## config.mk

```make
export PLATFORM = sky130hd
export DESIGN_NAME = dcache_st_port
export DESIGN_NICKNAME = d
export VERILOG_FILES = /design/src/rtl/dcache_st_port_pkg.sv /design/src/rtl/dc_st_hazard.sv /design/src/rtl/dcache_st_port.sv
export SDC_FILE = /design/constraint.sdc
export NUM_CORES = 1
export LEC_CHECK = 0
export ABC_AREA = 1
export CELL_PAD_IN_SITES_DETAIL_PLACEMENT = 0
export CELL_PAD_IN_SITES_GLOBAL_PLACEMENT = 1
export CORE_MARGIN = 2
export CORE_UTILIZATION = 25
export DETAILED_ROUTE_END_ITERATION = 12
export PLACE_DENSITY_LB_ADDON = 0.25
export SLEW_MARGIN = 20
export SYNTH_ARGS = -nofsm -noshare
export SYNTH_HDL_FRONTEND = slang
export SYNTH_SLANG_ARGS = --single-unit
```

## constraint.sdc

```tcl
create_clock -name clk -period 5.3 [get_ports clk]
set_clock_uncertainty 0.15 [all_clocks]
set_input_delay 1.06 -clock clk [delete_from_list [all_inputs] [get_ports clk]]
set_output_delay 1.06 -clock clk [all_outputs]
set_load 0.005 [all_outputs]
```

## src/rtl/dcache_st_port_pkg.sv

```systemverilog
// dcache_st_port_pkg
//   Shared definitions for the D$ store port:
//   - st_state_e  : store FSM states (IDLE, LOOKUP, WRITE, MEM)
//   - D$ geometry : 8 KB direct-mapped, 32-byte lines, 64-bit words
//   - dc_tag_hit(): tag-compare helper used in the LOOKUP state
package dcache_st_port_pkg;

  typedef enum logic [1:0] {
    ST_IDLE   = 2'd0,
    ST_LOOKUP = 2'd1,
    ST_WRITE  = 2'd2,
    ST_MEM    = 2'd3
  } st_state_e;

  // Address slicing: [2:0] byte in word, [4:3] word in line,
  // [12:5] line index, [12:3] word index, [VA_W-1:13] tag.
  localparam int DC_WORD_LSB   = 3;
  localparam int DC_LINE_LSB   = 5;
  localparam int DC_TAG_LSB    = 13;
  localparam int DC_LINE_IDX_W = DC_TAG_LSB - DC_LINE_LSB;  // 8
  localparam int DC_WORD_IDX_W = DC_TAG_LSB - DC_WORD_LSB;  // 10
  localparam int DC_BE_W       = 8;
  localparam int DC_DATA_W     = 64;

  // Tags are passed zero-extended to 64 bits so one helper serves any VA_W.
  function automatic logic dc_tag_hit(input logic        tag_vld,
                                      input logic [63:0] rd_tag,
                                      input logic [63:0] st_tag);
    return tag_vld && (rd_tag == st_tag);
  endfunction

endpackage

```

## src/rtl/dc_st_hazard.sv

```systemverilog
// dc_st_hazard
//   Load/store hazard comparator at 8-byte word granularity. A load hazards
//   against the store held by the FSM (busy_i) or against the request
//   currently offered by the store buffer.
//   Ports:
//     ld_req_i      load pipe request this cycle
//     ld_word_i     load address word number (va[VA_W-1:3])
//     busy_i        store FSM holds an un-retired store
//     lat_word_i    word number of the held store
//     st_vld_i      store buffer offers a request
//     st_word_i     word number of the offered request
//     hazard_o      load must wait for the store
module dc_st_hazard #(
  parameter int WORD_W = 45
) (
  input  logic              ld_req_i,
  input  logic [WORD_W-1:0] ld_word_i,
  input  logic              busy_i,
  input  logic [WORD_W-1:0] lat_word_i,
  input  logic              st_vld_i,
  input  logic [WORD_W-1:0] st_word_i,
  output logic              hazard_o
);

  logic lat_match;
  logic st_match;

  assign lat_match = busy_i   && (lat_word_i == ld_word_i);
  assign st_match  = st_vld_i && (st_word_i  == ld_word_i);
  assign hazard_o  = ld_req_i && (lat_match || st_match);

endmodule

```

## src/rtl/dcache_st_port.sv

```systemverilog
// dcache_st_port
//   Write-through, no-write-allocate store port for an 8 KB direct-mapped
//   D$. One store in flight: IDLE samples a request and reads the tag,
//   LOOKUP compares, WRITE updates the data array on a hit, MEM issues the
//   write-through and retires the store on the memory handshake.
//   The load pipe owns the D$ arrays whenever ld_req_e0 is high.
//   Ports:
//     clk, reset_n                  clock, async active-low reset
//     rtr_st_*_xx                   store request in / ack pulse out
//     ld_req_e0, ld_va_e0           load pipe array ownership + address
//     ld_st_hazard_e0               load word overlaps an un-retired store
//     dc_tag_rd_en/idx, dc_tag_vld/dc_tag   tag array read / result
//     dc_wr_en/idx/be/data          data array word write
//     mem_wr_vld/addr/be/data/rdy   write-through request to memory
`ifndef VA_BITS
`define VA_BITS 48
`endif

module dcache_st_port
  import dcache_st_port_pkg::*;
#(
  parameter int VA_W = `VA_BITS
) (
  input  logic                     clk,
  input  logic                     reset_n,
  // store buffer
  input  logic                     rtr_st_vld_xx,
  input  logic [DC_BE_W-1:0]       rtr_st_be_xx,
  input  logic [DC_DATA_W-1:0]     rtr_st_data_xx,
  input  logic [VA_W-1:0]          rtr_st_addr_xx,
  output logic                     rtr_st_ack_xx,
  // load pipe
  input  logic                     ld_req_e0,
  input  logic [VA_W-1:0]          ld_va_e0,
  output logic                     ld_st_hazard_e0,
  // tag array
  output logic                     dc_tag_rd_en,
  output logic [DC_LINE_IDX_W-1:0] dc_tag_idx,
  input  logic                     dc_tag_vld,
  input  logic [VA_W-14:0]         dc_tag,
  // data array
  output logic                     dc_wr_en,
  output logic [DC_WORD_IDX_W-1:0] dc_wr_idx,
  output logic [DC_BE_W-1:0]       dc_wr_be,
  output logic [DC_DATA_W-1:0]     dc_wr_data,
  // memory
  output logic                     mem_wr_vld,
  output logic [VA_W-1:0]          mem_wr_addr,
  output logic [DC_BE_W-1:0]       mem_wr_be,
  output logic [DC_DATA_W-1:0]     mem_wr_data,
  input  logic                     mem_wr_rdy
);

  st_state_e              state_q;
  logic [VA_W-1:0]        addr_q;
  logic [DC_BE_W-1:0]     be_q;
  logic [DC_DATA_W-1:0]   data_q;

  logic accept;
  logic hit;
  logic unused_ld_va_lo;

  // Loads have priority for the arrays, so a store is only sampled when
  // the load pipe leaves the tag array free this cycle.
  assign accept = (state_q == ST_IDLE) && rtr_st_vld_xx && !ld_req_e0;

  assign hit = dc_tag_hit(dc_tag_vld, 64'(dc_tag),
                          64'(addr_q[VA_W-1:DC_TAG_LSB]));

  always_ff @(posedge clk or negedge reset_n) begin
    if (!reset_n) begin
      state_q <= ST_IDLE;
      addr_q  <= '0;
      be_q    <= '0;
      data_q  <= '0;
    end else begin
      case (state_q)
        ST_IDLE: begin
          if (accept) begin
            addr_q  <= rtr_st_addr_xx;
            be_q    <= rtr_st_be_xx;
            data_q  <= rtr_st_data_xx;
            state_q <= ST_LOOKUP;
          end
        end
        ST_LOOKUP: state_q <= hit ? ST_WRITE : ST_MEM;
        ST_WRITE: begin
          if (!ld_req_e0) state_q <= ST_MEM;
        end
        ST_MEM: begin
          if (mem_wr_rdy) state_q <= ST_IDLE;
        end
        default: state_q <= ST_IDLE;
      endcase
    end
  end

  // The tag read is issued in the sampling cycle itself; gating with
  // reset_n keeps it quiet while reset holds the FSM in IDLE.
  assign dc_tag_rd_en = accept && reset_n;
  assign dc_tag_idx   = rtr_st_addr_xx[DC_TAG_LSB-1:DC_LINE_LSB];

  assign dc_wr_en   = (state_q == ST_WRITE) && !ld_req_e0;
  assign dc_wr_idx  = addr_q[DC_TAG_LSB-1:DC_WORD_LSB];
  assign dc_wr_be   = be_q;
  assign dc_wr_data = data_q;

  assign mem_wr_vld  = (state_q == ST_MEM);
  assign mem_wr_addr = addr_q;
  assign mem_wr_be   = be_q;
  assign mem_wr_data = data_q;

  assign rtr_st_ack_xx = mem_wr_vld && mem_wr_rdy;

  // Hazards are word-granular; the byte offset of the load is irrelevant.
  assign unused_ld_va_lo = ^ld_va_e0[DC_WORD_LSB-1:0];

  dc_st_hazard #(
    .WORD_W (VA_W - DC_WORD_LSB)
  ) u_hazard (
    .ld_req_i   (ld_req_e0),
    .ld_word_i  (ld_va_e0[VA_W-1:DC_WORD_LSB]),
    .busy_i     (state_q != ST_IDLE),
    .lat_word_i (addr_q[VA_W-1:DC_WORD_LSB]),
    .st_vld_i   (rtr_st_vld_xx),
    .st_word_i  (rtr_st_addr_xx[VA_W-1:DC_WORD_LSB]),
    .hazard_o   (ld_st_hazard_e0)
  );

endmodule

```

Word level (Yosys, flattened, before mapping)
Index checks and enable logic that the tools add are counted.
- eq/ne operators: 9
- multiplexer cells: 5
- reductions and logical operators: 15
- operators by type and width (operator ; count):
    == test 45 bit ; 2
    == test 35 bit ; 1
    logical AND 1 bit ; 9
    case mux 2 bit (4 select lines) ; 1
    two-way mux 2 bit ; 3
    == test 2 bit, second input constant ; 2
    != test 2 bit, second input constant ; 2
    AND reduction 3 bit ; 1
    == test 2 x 1 -> 1 bit, second input constant ; 1
    logical NOT 2 bit ; 1
    != test 2 x 1 -> 1 bit, second input constant ; 1
    AND reduction 2 bit ; 1
    nonzero test 2 bit ; 1
    logical NOT 1 bit ; 1
    logical OR 1 bit ; 1
    two-way mux 1 bit ; 1
- bits in registers: 122
- input bits: 209
- logic and storage cells: 33

Longest topological paths before layout
Gate-level depths: netlist of run 1.
- depth in word-level cells: 5
- gate-level depth with buffers: 13

By module
Synthesis of run 1 repeated with hierarchy kept, for this count alone.
- cells, all modules: 1150
- area, all modules: 7619.8 um^2
- modules (own cells, without submodules) (module ; times used ; cells an instance ; area each (um^2)):
    dcache_st_port ; 1 ; 769 ; 5990.7
    dc_st_hazard ; 1 ; 381 ; 1629.1

Worst setup path after synthesis of run 1
No wires, ideal clock.
- kind: input to output
- start point: input ld_va_e0[34]
- end point: output ld_st_hazard_e0
- arrival: 1.730 ns
- setup slack: 2.360 ns
- stages on the path: 6
- cells stage by stage: xor2_1 nor3_1 nand2_1 nor2_1 nand3_1 a21oi_1
- word-level cells in the longest chain between the ends: 4
- elaborated cells on any way between the ends: 6
- classes of those cells: eq/ne: 2; reduce/logical: 4
- RTL lines (item ; line ; source):
    start: declaration ; dcache_st_port.sv:34 ; input logic [VA_W-1:0] ld_va_e0,
    == test 45 bit, on equally long branches ; dc_st_hazard.sv:28, dc_st_hazard.sv:29 ;
    logical AND 1 bit, on equally long branches ; dc_st_hazard.sv:28, dc_st_hazard.sv:29 ;
    logical OR 1 bit (*) ; dc_st_hazard.sv:30 ; assign hazard_o = ld_req_i && (lat_match || st_match);
    logical AND 1 bit (*) ; dc_st_hazard.sv:30 ;
    end: declaration ; dcache_st_port.sv:35 ; output logic ld_st_hazard_e0,
Mark *: on every way between the ends. The rest lies on a longest branch, timed or not.

Worst setup path in the final report of run 1
- start point: input ld_va_e0[33]
- end point: output ld_st_hazard_e0
Same word-level chain as after synthesis.

==> impl_metrics.json, run 1 <==
{
  "synth_area_sq_mm": 0.00730,
  "cts_tree": "yes",
  "initial_core_util_pct": 25.4,
  "drv_slew": 0,
  "r2r_slack_ns": 2.31,
  "post_cts_buffers": 0,
  "rows": 62,
  "drc": 0,
  "ios": 424,
  "min_period_ns": 4.41,
  "cp_cell_sequence": "clkdlybuf4s50_1 > xnor2_1 > nand3_1 > nor2_1 > nand2_1 > nor2_1 > nand3_1 > a21oi_1 > clkdlybuf4s50_1",
  "critPathRequiredTime_ns": 4.09,
  "fin_cells": 1766,
  "drive_above_1_share_pct": 4.27,
  "reg2reg_depth": 10,
  "die_h_um": 175,
  "die_w_um": 175,
  "power-per-cell-area_mw_per_mm2": 495,
  "root_buffer": "clkbuf_16",
  "cap_violations": 0,
  "dpl_cell_area_sq_mm": 0.0112,
  "r2r_start": "state_q[0]",
  "overflow": 0,
  "avgRoutedWirePerCell_um": 17.3,
  "avgSynthCellArea_sq_um": 7.02,
  "first_pass_iters": 5,
  "setup_viol": 0,
  "start_kind": "primary input",
  "finalCritPeriodShare_pct": 83.2,
  "grt_max_degree": 97,
  "synth-async-reset-ratio_pct": 100,
  "grt_usage_pct": 19.7,
  "utilization_pct": 41.2,
  "synth_warnings": 0,
  "vias_per_cell": 4.18,
  "synth.distinct_cells": 25,
  "p_leak_nw": 5.61,
  "yosysSeqAreaShare_pct": 41.8,
  "dieArea_sq_mm": 0.0306,
  "ys.flop_type": "dfrtp_1",
  "via_count": 7388,
  "antenna_left": 0,
  "grt_pass1_vias": 7208,
  "final_nets": 1581,
  "relSlewSlack_pct": 30.0,
  "wirelength_mm": 30.5,
  "seq_area_sq_mm": 0.00305,
  "power_mw": 5.84,
  "cts_max_level": 4,
  "tightest_slew_ns": 1.05,
  "cp_slowest_cell": "clkdlybuf4s50_1",
  "fin_ws_ns": 0.888,
  "n_fill_cell": 3019,
  "synth_cells": 1040,
  "path_clk_slew_ns": 0.07,
  "slowest_delay_ns": 0.57,
  "hpwl_mm": 24.5,
  "crit_fanout": 3,
  "final_hold_viol_count": 0,
  "cts-buffers-inserted": 17,
  "grt_antenna_before_repair": 2,
  "syn_nets": 1253,
  "multi_input_area_sq_mm": 0.00296,
  "port_buffers": 420,
  "core_sq_mm": 0.0287,
  "dpl_worst_slack_ns": 0.865,
  "worst_hold_path_type": "primary input to async pin",
  "hold_slack_ns": 0.252,
  "critPathArrivalTime_ns": 3.20,
  "grt_setup_unrepaired": "no",
  "clk-insertion-delay-late_ns": 0.42,
  "ir_worst_vdd_mv": 0.176,
  "status": "complete, no violations",
  "r2r-end": "state_q[0]",
  "cts_resized": 0,
  "end_kind": "primary output",
  "ctsHoldBuffers": 0,
  "cts.sinks": 122,
  "fin_setup_tns_ns": 0,
  "design_area_sq_mm": 0.0118,
  "criticalPathCategory": "primary input to primary output",
  "areaGrowthSynthToFinish_pct": 61.9,
  "crit_start": "ld_va_e0[33]",
  "place_congestion": 0.810,
  "grt_pass1_wl_mm": 44.9,
  "endpoint": "ld_st_hazard_e0",
  "ys_seq_elements": 122,
  "cts_buffer_depth": 2,
  "dp_cells": 1733,
  "fmax_mhz": 227,
  "first_iter_violations": 370,
  "synth_edf_count": 0
}
## final cells by class
type,count,share of cell area (%)
Inverter,131,4.17
Tap cell,384,4.07
Clock buffer,18,3.72
Timing Repair Buffer,425,35.9
Sequential cell,122,25.8
Clock inverter,14,1.28
Multi-Input combinational cell,671,25.0
Antenna cell,1,0.0212
## logic make-up after synthesis
logic type | share of synthesized area [%]
simple gates | 31.5
buf+inv | 17.8
flops | 41.8
compound gates | 4.75
xor+xnor | 3.48
fa+ha+maj | 0.686
## registers in the layout, summed over array words and instances, names as in the netlist
signal,count
state_q,2
mem_wr_addr,48
dc_wr_data,64
dc_wr_be,8
## layout by cell type, fill, tap and decap left out, types with 2 or more instances in the layout
| cell | instances |
|---|---|
| nand4_1 | 33 |
| or2_2 | 13 |
| clkinv_4 | 2 |
| nor3_1 | 5 |
| clkinv_1 | 2 |
| inv_6 | 7 |
| buf_4 | 5 |
| nor2_1 | 47 |
| xnor2_1 | 22 |
| clkdlybuf4s50_1 | 419 |
| clkinvlp_4 | 2 |
| dfrtp_1 | 122 |
| nand3_1 | 8 |
| xor2_1 | 7 |
| o21ai_0 | 50 |
| o211ai_1 | 2 |
| clkbuf_16 | 17 |
| ha_1 | 4 |
| o22ai_1 | 9 |
| nand2_1 | 465 |
| inv_2 | 4 |
| inv_1 | 124 |
## synth_stat cells, types with 6 or more instances
library cell | n | area share [%]
nand2_1 | 465 | 24
inv_1 | 124 | 6.4
dfrtp_1 | 122 | 42
buf_4 | 94 | 9.7
o21ai_0 | 50 | 3.4
nor2_1 | 47 | 2.4
nand4_1 | 33 | 2.8
xnor2_1 | 22 | 2.6
buf_2 | 16 | 1.1
or2_2 | 13 | 1.1
o22ai_1 | 9 | 0.77
nand3_1 | 8 | 0.55
xor2_1 | 7 | 0.84
clkbuf_1 | 6 | 0.31
## how the worst min path moves through the flow
stage | from | endpoint | cells past startpoint
CTS | reset_n | dc_wr_be[4] | 1
finish | reset_n | dc_wr_be[4] | 1
global route | reset_n | dc_wr_be[4] | 1
global placement | mem_wr_addr[1] | mem_wr_addr[1] | 2
detailed placement | mem_wr_addr[2] | mem_wr_addr[2] | 2
floorplan | mem_wr_addr[0] | mem_wr_addr[0] | 2
## critical path: cells and delay by family
family          cells  cell delay (ns)
simple gates        5             0.52
xor+xnor            1             0.41
compound gates      1             0.15
buf+inv             2             1.06
## report_power, final
part           switching [mW]  total [mW]  internal [mW]
registers               0.476        1.84           1.37
clock network           0.513        1.19          0.678
logic                    1.10        2.81           1.71
## routing by layer
layer	track usage [%]	wire [um]
met4	3.92	259
met5	0	0
met1	25.2	13200
met3	4.48	1760
met2	34.0	15300
(Power assumes the default switching activity.)
==> inputs of run 2 (changes only) <==
Settings changed: CORE_UTILIZATION 25 to 23.
Clock period 5.3 ns to 3.7 ns, I/O delays scaled along.
==> impl_metrics.json, run 2 (synthesis results as in run 1) <==
{
  "grt_antenna_before_repair": 2,
  "critPathArrivalTime_ns": 2.53,
  "criticalPathCategory": "primary input to primary output",
  "crit_fanout": 2,
  "dp_cells": 1766,
  "core_sq_mm": 0.0314,
  "drive_above_1_share_pct": 5.37,
  "die_w_um": 182,
  "drv_slew": 0,
  "wirelength_mm": 31.3,
  "tightest_slew_ns": 0.944,
  "post_cts_buffers": 0,
  "die_h_um": 182,
  "cts_tree": "yes",
  "ir_worst_vdd_mv": 0.283,
  "first_iter_violations": 350,
  "rows": 65,
  "place_congestion": 0.854,
  "antenna_left": 0,
  "via_count": 7475,
  "worst_hold_path_type": "primary input to async pin",
  "end_kind": "primary output",
  "dieArea_sq_mm": 0.0332,
  "power-per-cell-area_mw_per_mm2": 705,
  "start_kind": "primary input",
  "ios": 424,
  "fin_cells": 1800,
  "final_nets": 1596,
  "cp_common_cell": "nand2_1",
  "initial_core_util_pct": 23.3,
  "grt_pass1_wl_mm": 46.4,
  "fmax_mhz": 293,
  "min_period_ns": 3.42,
  "cts.sinks": 122,
  "grt_usage_pct": 18.7,
  "p_leak_nw": 5.69,
  "relSlewSlack_pct": 37.1,
  "grt_max_degree": 146,
  "cts_max_level": 4,
  "avgRoutedWirePerCell_um": 17.4,
  "drc": 0,
  "status": "complete, no violations",
  "setup_viol": 0,
  "critPathRequiredTime_ns": 2.81,
  "gr-max-usage-layer": "met2",
  "cp_slowest_cell": "clkdlybuf4s50_1",
  "areaGrowthSynthToFinish_pct": 64.0,
  "cts_buffer_depth": 2,
  "root_buffer": "clkbuf_16",
  "path_clk_slew_ns": 0.07,
  "first_pass_iters": 4,
  "cap_violations": 0,
  "finalCritPeriodShare_pct": 92.4,
  "vias_per_cell": 4.15,
  "hpwl_mm": 25.0,
  "final_cell_mix": "465 x nand2_1, 418 x clkdlybuf4s50_1, 124 x inv_1, 122 x dfrtp_1, 50 x o21ai_0",
  "largest_reg_flops": 64,
  "overflow": 0,
  "grt_setup_unrepaired": "no",
  "use_met1_pct": 23.6,
  "use_met2_pct": 32.6,
  "cts-buffers-inserted": 17,
  "slowest_delay_ns": 0.49,
  "final_common_cell": "nand2_1",
  "met3_usage_pct": 3.95,
  "fin_setup_tns_ns": 0,
  "final_hold_viol_count": 0,
  "port_buffers": 420,
  "grt_pass1_vias": 7624,
  "clk-insertion-delay-late_ns": 0.41,
  "cp_cell_sequence": "clkdlybuf4s50_1 > inv_1 > nand2_1 > nand4_1 > nor3_1 > nand2_1 > nor2_1 > nand3_1 > a21oi_1 > dlygate4sd2_1"
}
[run 2: worst paths after layout]
check / slack [ns] / depth (start not counted) / start / end
worst min-delay path: 0.31 / 2 / reset_n / dc_wr_be[4]
worst min register to register: 0.33 / 2 / mem_wr_addr[0] / mem_wr_addr[0]
min in group clk: 0.33 / 2 / mem_wr_addr[0] / mem_wr_addr[0]
worst max register to register: 1.53 / 9 / state_q[0] / state_q[0]
max in group asynchronous: 2.38 / 2 / reset_n / mem_wr_addr[36]
worst max-delay path: 0.28 / 10 / rtr_st_addr_xx[24] / ld_st_hazard_e0
[run 2: power by group]
| group | leakage [nW] | internal (mW) | switching (mW) | total [mW] |
|---|---|---|---|---|
| combinational | 3.89 | 2.47 | 1.57 | 4.04 |
| sequential | 1.52 | 1.96 | 0.708 | 2.67 |
| clock | 0.287 | 1.01 | 0.728 | 1.74 |
[run 2: stage by stage]
step / hold WS, ns / setup WS (ns) / power (mW) / area (sq um) / utilization (%)
2_1_floorplan: 0.294 / 1.40 / 4.39 / 7300 / -
3_3_place_gp: 0.313 / -0.0412 / 6.76 / 11400 / 36.2
3_5_place_dp: 0.315 / -0.0538 / 6.80 / 11400 / 36.2
4_1_cts: 0.331 / 0.237 / 8.60 / 12000 / 38.1
5_1_grt: 0.370 / 0.0849 / 9.09 / 12000 / 38.1
6_report: 0.311 / 0.282 / 8.44 / 12000 / 38.1
[run 2: layout make-up]
cell class                      count  area (sq um)
Sequential cell                   122          3050
Tap cell                          402           503
Timing Repair Buffer              440          4370
Clock inverter                     15           166
Clock buffer                       17           425
Inverter                          131           493
Multi-Input combinational cell    671          2960
Fill cell                        3248         19400
Antenna cell                        2          5.00
[run 2: layer usage]
metal	vias up	wire (um)
met2	270	15200
met3	21	1660
met4	0	467
met1	3431	14000
li1	3753	-
met5	-	0
[run 2: critical path, delay by kind of cell]
family	cells	cell delay (ns)
buffers and inverters	3	0.84
AND/OR/NAND/NOR	6	0.79
AO/OA/AOI/OAI	1	0.15
[run 2: repair_timing]
item / 4_1_cts / 5_1_grt
endpoints found under the setup margin: 1 / 0
hold buffers: 0 / 0
resized for setup: 2 / 0
